===== config.mk =====
export PLATFORM = sky130hd
export DESIGN_NAME = onehot_encoder_pipe_flat
export DESIGN_NICKNAME = d
export VERILOG_FILES = /design/src/rtl/onehot_encoder_pipe_if.sv /design/src/rtl/onehot_encoder_pipe.sv /design/src/flat_wrapper.sv
export SDC_FILE = /design/constraint.sdc
export NUM_CORES = 1
export LEC_CHECK = 0
export BUFFER_PORTS_ARGS = -buffer_cell sky130_fd_sc_hd__clkbuf_2
export CORE_MARGIN = 1.5
export CORE_UTILIZATION = 44
export DETAILED_ROUTE_END_ITERATION = 6
export GPL_TIMING_DRIVEN = 0
export PLACE_DENSITY = 0.76
export SKIP_LAST_GASP = 1
export SYNTH_ARGS = -nofsm -noshare
export SYNTH_HDL_FRONTEND = slang
export SYNTH_SLANG_ARGS = --single-unit

===== constraint.sdc =====
create_clock -name clk -period 3.1 [get_ports clk]
set_clock_uncertainty 0.15 [all_clocks]
set_input_delay 0.155 -clock clk [delete_from_list [all_inputs] [get_ports clk]]
set_output_delay 0.155 -clock clk [all_outputs]
set_load 0.03 [all_outputs]

===== src/rtl/onehot_encoder_pipe_if.sv =====
`default_nettype none
// ============================================================================
//  Module      : onehot_encoder_pipe_if
//  Description : Request/result handshake bundle for onehot_encoder_pipe.
//                The master side drives requests and consumes results; the
//                slave side is the encoder itself.
//  Revision    : 1.0 - initial release
// ============================================================================
interface onehot_encoder_pipe_if #(
   parameter int WIDTH = 16
);
   localparam int OUT_W = $clog2(WIDTH);

   logic             enable;
   logic             in_valid;
   logic             in_ready;
   logic [WIDTH-1:0] encoder_in;
   logic             out_valid;
   logic             out_ready;
   logic [OUT_W-1:0] binary_out;
   logic             zero_err;
   logic             multi_err;

   // Request source / result consumer side.
   modport master (
      output enable,
      output in_valid,
      output encoder_in,
      output out_ready,
      input  in_ready,
      input  out_valid,
      input  binary_out,
      input  zero_err,
      input  multi_err
   );

   // Encoder side.
   modport slave (
      input  enable,
      input  in_valid,
      input  encoder_in,
      input  out_ready,
      output in_ready,
      output out_valid,
      output binary_out,
      output zero_err,
      output multi_err
   );
endinterface
`default_nettype wire


===== src/rtl/onehot_encoder_pipe.sv =====
`default_nettype none
// ============================================================================
//  Module      : onehot_encoder_pipe
//  Description : Registered WIDTH-to-index encoder behind a valid/ready
//                handshake. MODE 0 = strict one-hot, MODE 1 = lowest index
//                wins, MODE 2 = round-robin starting at an internal pointer.
//                All-zero and multi-bit requests are flagged in every mode.
//  Revision    : 1.0 - initial release
// ============================================================================
module onehot_encoder_pipe #(
   parameter int WIDTH = 16,
   parameter int MODE  = 0
) (
   input wire logic              clk,
   input wire logic              reset,
   onehot_encoder_pipe_if.slave  bus
);

   localparam int              OUT_W     = $clog2(WIDTH);
   localparam logic [WIDTH-1:0] c_REQ_ONE = WIDTH'(1);
   localparam logic [OUT_W-1:0] c_PTR_ONE = OUT_W'(1);

   // Elaboration-time parameter sanity checks.
   generate
      if (WIDTH < 2 || (WIDTH & (WIDTH - 1)) != 0) begin : g_bad_width
         $error("onehot_encoder_pipe: WIDTH must be a power of two >= 2");
      end
      if (MODE < 0 || MODE > 2) begin : g_bad_mode
         $error("onehot_encoder_pipe: MODE must be 0, 1 or 2");
      end
   endgenerate

   // Index of the lowest set bit; 0 when nothing is set.
   function automatic logic [OUT_W-1:0] f_lowest(input logic [WIDTH-1:0] v);
      logic [OUT_W-1:0] idx;
      idx = '0;
      for (int i = WIDTH - 1; i >= 0; i--) begin
         if (v[i]) begin
            idx = OUT_W'(i);
         end
      end
      return idx;
   endfunction

   // ------------------------------------------------------------------------
   // State
   // ------------------------------------------------------------------------
   logic             valid_q, valid_d;
   logic [OUT_W-1:0] bin_q,   bin_d;
   logic             zero_q,  zero_d;
   logic             multi_q, multi_d;
   logic [OUT_W-1:0] ptr_q,   ptr_d;

   // ------------------------------------------------------------------------
   // Request decode (shared by all modes)
   // ------------------------------------------------------------------------
   logic [WIDTH-1:0] req_w;
   logic             zero_w;
   logic             multi_w;
   logic [OUT_W-1:0] low_w;
   logic [OUT_W-1:0] sel_w;      // index to load on accept
   logic [OUT_W-1:0] ptr_adv_w;  // pointer to load on accept
   logic             in_ready_w;
   logic             accept_w;
   logic             deliver_w;

   assign req_w   = bus.encoder_in;
   assign zero_w  = ~|req_w;
   // Clearing the lowest set bit leaves something only if two or more were set.
   assign multi_w = |(req_w & (req_w - c_REQ_ONE));
   assign low_w   = f_lowest(req_w);

   // ------------------------------------------------------------------------
   // Mode-specific selection
   // ------------------------------------------------------------------------
   generate
      if (MODE == 0) begin : g_strict
         // Invalid patterns collapse to 0, same as the legacy encoder.
         assign sel_w     = (zero_w || multi_w) ? '0 : low_w;
         assign ptr_adv_w = ptr_q;
      end else if (MODE == 1) begin : g_prio
         assign sel_w     = low_w;
         assign ptr_adv_w = ptr_q;
      end else begin : g_rr
         logic [WIDTH-1:0] rot_w;  // request rotated so bit 0 is at ptr
         logic [OUT_W-1:0] off_w;  // winner distance from ptr
         logic [OUT_W-1:0] win_w;

         // Rotate so the search always starts at bit 0; OUT_W-bit index
         // arithmetic gives the wrap from WIDTH-1 back to 0 for free.
         always_comb begin
            rot_w = '0;
            for (int i = 0; i < WIDTH; i++) begin
               rot_w[i] = req_w[OUT_W'(i) + ptr_q];
            end
         end

         assign off_w     = f_lowest(rot_w);
         assign win_w     = ptr_q + off_w;
         assign sel_w     = zero_w ? '0 : win_w;
         assign ptr_adv_w = zero_w ? ptr_q : (win_w + c_PTR_ONE);
      end
   endgenerate

   // ------------------------------------------------------------------------
   // Handshake
   // ------------------------------------------------------------------------
   // Ready depends only on enable, the output stage and reset, never on
   // the incoming request.
   assign in_ready_w = !reset && bus.enable && (!valid_q || bus.out_ready);
   assign accept_w   = bus.in_valid && in_ready_w;
   assign deliver_w  = valid_q && bus.out_ready;

   // Next-state: load on accept, drop valid on a delivery without refill,
   // otherwise hold everything (including the round-robin pointer).
   always_comb begin
      valid_d = valid_q;
      bin_d   = bin_q;
      zero_d  = zero_q;
      multi_d = multi_q;
      ptr_d   = ptr_q;
      if (accept_w) begin
         valid_d = 1'b1;
         bin_d   = sel_w;
         zero_d  = zero_w;
         multi_d = multi_w;
         ptr_d   = ptr_adv_w;
      end else if (deliver_w) begin
         valid_d = 1'b0;
      end
   end

   // State register; reset wins over everything and discards a stalled result.
   always_ff @(posedge clk) begin
      if (reset) begin
         valid_q <= 1'b0;
         bin_q   <= '0;
         zero_q  <= 1'b0;
         multi_q <= 1'b0;
         ptr_q   <= '0;
      end else begin
         valid_q <= valid_d;
         bin_q   <= bin_d;
         zero_q  <= zero_d;
         multi_q <= multi_d;
         ptr_q   <= ptr_d;
      end
   end

   // ------------------------------------------------------------------------
   // Outputs
   // ------------------------------------------------------------------------
   assign bus.in_ready   = in_ready_w;
   assign bus.out_valid  = valid_q;
   assign bus.binary_out = bin_q;
   assign bus.zero_err   = zero_q;
   assign bus.multi_err  = multi_q;

endmodule
`default_nettype wire

===== src/flat_wrapper.sv =====
// flat-port wrapper written by rule: the top's interface ports become plain ports
module onehot_encoder_pipe_flat 
#(
   parameter int WIDTH = 16,
   parameter int MODE  = 0
)
  (clk, reset, bus_enable, bus_in_valid, bus_encoder_in, bus_out_ready, bus_in_ready, bus_out_valid, bus_binary_out, bus_zero_err, bus_multi_err);
  onehot_encoder_pipe_if #(.WIDTH(WIDTH)) bus_i ();
  input wire logic clk;
  input wire logic reset;
  input wire logic [$bits(bus_i.enable)-1:0] bus_enable;
  input wire logic [$bits(bus_i.in_valid)-1:0] bus_in_valid;
  input wire logic [$bits(bus_i.encoder_in)-1:0] bus_encoder_in;
  input wire logic [$bits(bus_i.out_ready)-1:0] bus_out_ready;
  output wire logic [$bits(bus_i.in_ready)-1:0] bus_in_ready;
  output wire logic [$bits(bus_i.out_valid)-1:0] bus_out_valid;
  output wire logic [$bits(bus_i.binary_out)-1:0] bus_binary_out;
  output wire logic [$bits(bus_i.zero_err)-1:0] bus_zero_err;
  output wire logic [$bits(bus_i.multi_err)-1:0] bus_multi_err;
  assign bus_i.enable = bus_enable;
  assign bus_i.in_valid = bus_in_valid;
  assign bus_i.encoder_in = bus_encoder_in;
  assign bus_i.out_ready = bus_out_ready;
  assign bus_in_ready = bus_i.in_ready;
  assign bus_out_valid = bus_i.out_valid;
  assign bus_binary_out = bus_i.binary_out;
  assign bus_zero_err = bus_i.zero_err;
  assign bus_multi_err = bus_i.multi_err;
  onehot_encoder_pipe #(.WIDTH(WIDTH), .MODE(MODE)) u_core (.clk(clk), .reset(reset), .bus(bus_i));
endmodule

==> summary.md <==
| Metric | Value |
|---|---|
| Placed Cells | `120` |
| CTS tree | `built` |
| Worst vdd ir | `144 uV` |
| Ys Warns | `0` |
| Final setup viols | `0` |
| Worst path slowest cell | `or4_4` |
| Hold wc startpoint | `bus_in_valid` |
| Nets | `131` |
| Antenna-violating nets left | `0` |
| Avg Vias per Cell | `5.80` |
| Worst path cell trace | `clkbuf_2 > or4_1 > clkbuf_1 > or4_4 > maj3_2 > nor4_4 > a22o_1` |
| Worst Hold Path EP | `u_core.bus.zero_err` |
| Drt wl/cell | `12.0 um` |
| Max-Cap Viols | `0` |
| Post-synth ARST share | `0%` |
| Tmin final | `2.36 ns` |
| Hold depth | `4` |
| Avg Cell Area, Syn | `7.83 sq um` |
| Setup bufs post-CTS | `0` |
| Die Span Y | `40.3 um` |
| Outcome | `complete, no violations` |
| Flop2flop setup slack | `0.88 ns` |
| Reg2reg end | `u_core.bus.binary_out[3]` |
| Post-Layout Cell Count | `124` |
| Drt initial violations | `15` |
| CTS clk-pin slew, worst paths | `0.05 ns` |
| Max Clock Freq | `425 MHz` |
| Worst Reg-to-Reg Cells | `5` |
| Cell Area, Synth | `611 sq um` |
| Core area | `1300 sq um` |
| Clk buf depth | `2` |
| PwrDens | `300 nW/um^2` |
| Setup ws final | `0.745 ns` |
| Worst-Skew Late Latency | `0.25 ns` |
| Synthesized flop and latch total | `7` |
| Post-DP Area | `764 sq um` |
| Die ar. | `1620 sq um` |
| Reg2reg start | `u_core.bus.out_valid` |
| Share of layout cells above drive strength 1 | `37.6%` |
| TritonCTS Buffers | `3` |
| Final period util | `76.0%` |
| Clock tree sinks | `7` |
| Place WS | `0.514 ns` |
| Hold Path Class | `in -> reg` |
| Count leader, synth | `nor2_1` |
| Main area contributors after synthesis | `dfxtp_1 (23%), nor2_1 (7.4%), a22o_1 (5.7%)` |
| Register area share after synthesis | `23.0%` |
| Fin util | `60.8%` |
| Ports | `29` |
| HPWL after detailed placement | `1.18 mm` |
| First-pass GRT wire length | `2.31 mm` |
| Post-synth cell types | `35` |
| Global route overflow | `0` |
| Post-synth top flop | `dfxtp_1` |
| Post-synth EDFFs | `0` |
| Crit start category | `primary input` |
| Slew HR | `42.6%` |
| CP peak stage delay | `0.53 ns` |
| Post-Syn Instances | `78` |
| Rows | `13` |
| Hold Violations, Final | `0` |
| Routed vias | `719` |
| Largest net degree at the start of global routing | `9` |
| Setup TNS | `0 ns` |
| CTS resizes | `0` |
| GRT Resource Usage Total | `21.1%` |
| Port bufs | `27` |
| Design Area, Final | `791 sq um` |
| Final WL | `1.49 mm` |
| CTS root buf | `clkbuf_4` |
| Setup crit end kind | `flip-flop` |
| Worst Tran Pin Value | `0.850 ns` |
| Critical Path Fanout Max | `6` |
| Top cells by count, synth | `nor2_1 (12), dfxtp_1 (7), a22o_1 (4), nor4_1 (4)` |
| Synth top area share | `23.0%` |
| Post-Syn Nets | `99` |
| Final Max Slew Viols | `0` |
| RSZ-0062 raised after global routing | `false` |
| Antenna cells | `0` |
| Largest area contributor in the netlist | `dfxtp_1` |
| Placer Congestion | `0.840` |
| Initial core utilization | `46.9%` |
| Worst Path Required | `3.14 ns` |
| Antenna violations before repair | `0` |
| Hold buffers post-CTS | `0` |
| Synthesis-to-finish area growth | `29.5%` |
| Critical path type | `in -> reg` |
| CP arrival | `2.39 ns` |
| H-tree levels | `1` |
| Chip width | `40.3 um` |
| Vias in the first global route | `563` |
| DR pass1 iterations | `4` |
| Remaining DRCs | `0` |
| Lkg Pwr | `0.346 nW` |
## sequential cells by signal (all words and copies together) (netlist names)
name	cells
u_core.bus.out_valid	1
u_core.bus.multi_err	1
u_core.bus.binary_out	4
u_core.bus.zero_err	1
## where the power goes
group / switching [mW] / internal, mW / leakage, nW
Sequential: 0.000779 / 0.0920 / 0.0568
Combinational: 0.0374 / 0.0259 / 0.274
Clock: 0.0318 / 0.0490 / 0.0150
Total: 0.0700 / 0.167 / 0.346
## placed cells by master, fill, tap and decap left out, types with 2 or more instances in the layout
| cell type | Yosys | layout |
|---|---|---|
| a2111oi_0 | 3 | 3 |
| a21oi_1 | 3 | 3 |
| a22o_1 | 4 | 4 |
| a31oi_1 | 2 | 2 |
| clkbuf_1 | 1 | 2 |
| clkbuf_2 | 0 | 27 |
| clkbuf_4 | 0 | 3 |
| dfxtp_1 | 7 | 7 |
| inv_1 | 2 | 2 |
| nand2_1 | 3 | 3 |
| nand2b_1 | 2 | 2 |
| nand3_1 | 2 | 2 |
| nor2_1 | 12 | 12 |
| nor2b_1 | 2 | 2 |
| nor3_1 | 2 | 2 |
| nor3b_1 | 2 | 2 |
| nor4_1 | 4 | 4 |
| o21ai_0 | 2 | 2 |
| o31ai_1 | 2 | 2 |
| or2_2 | 3 | 3 |
| or4_1 | 3 | 3 |
| or4_4 | 2 | 2 |
## through the flow
stage | total power, mW | hold WS (ns)
3_5_place_dp | 0.157 | 0.307
2_1_floorplan | 0.128 | 0.190
6_report | 0.237 | 0.0468
4_1_cts | 0.239 | 0.0484
5_1_grt | 0.251 | 0.0872
3_3_place_gp | 0.156 | 0.302
## worst max-delay path by stage
| stage | start | slack, ns | end | cells after the start |
|---|---|---|---|---|
| 3_3_place_gp | bus_encoder_in[7] | 0.51 | u_core.bus.binary_out[3] | 7 |
| 2_1_floorplan | bus_encoder_in[1] | 0.71 | u_core.bus.binary_out[0] | 7 |
| 6_report | bus_encoder_in[7] | 0.74 | u_core.bus.binary_out[3] | 7 |
| 4_1_cts | bus_encoder_in[7] | 0.77 | u_core.bus.binary_out[3] | 7 |
| 3_5_place_dp | bus_encoder_in[2] | 0.51 | u_core.bus.binary_out[3] | 7 |
| 5_1_grt | bus_encoder_in[7] | 0.65 | u_core.bus.binary_out[3] | 7 |
## critical path, delay by kind of cell
kind	cells	cell delay, ns
simple gates	3	1.44
fa+ha+maj	1	0.34
buf+inv	2	0.28
compound gates	1	0.18
## area by class of cell
type / instances / area [sq um]
Fill cell: 120 / 510
Multi-Input combinational cell: 66 / 443
Sequential cell: 7 / 140
Timing Repair Buffer: 27 / 135
Clock buffer: 4 / 26.3
Buffer: 3 / 20.0
Tap cell: 15 / 18.8
Inverter: 2 / 7.51
## per-layer routing
metal | vias up | GRT usage, % | part of all wire [%]
met1 | 319 | 27.0 | 46
li1 | 371 | - | -
met4 | 0 | 5.00 | 0
met3 | 0 | 5.00 | 5.3
met5 | - | 0 | 0
met2 | 29 | 35.5 | 48
## cell families (layout without fill, tap and decap cells)
kind of cell	Yosys count	count (layout)	synth area share (%)
compound gates	23	23	27.9
simple gates	41	41	41.2
fa+ha+maj	2	2	3.48
flops	7	7	23.0
buf+inv	5	36	4.51
(Power assumes the default switching activity.)
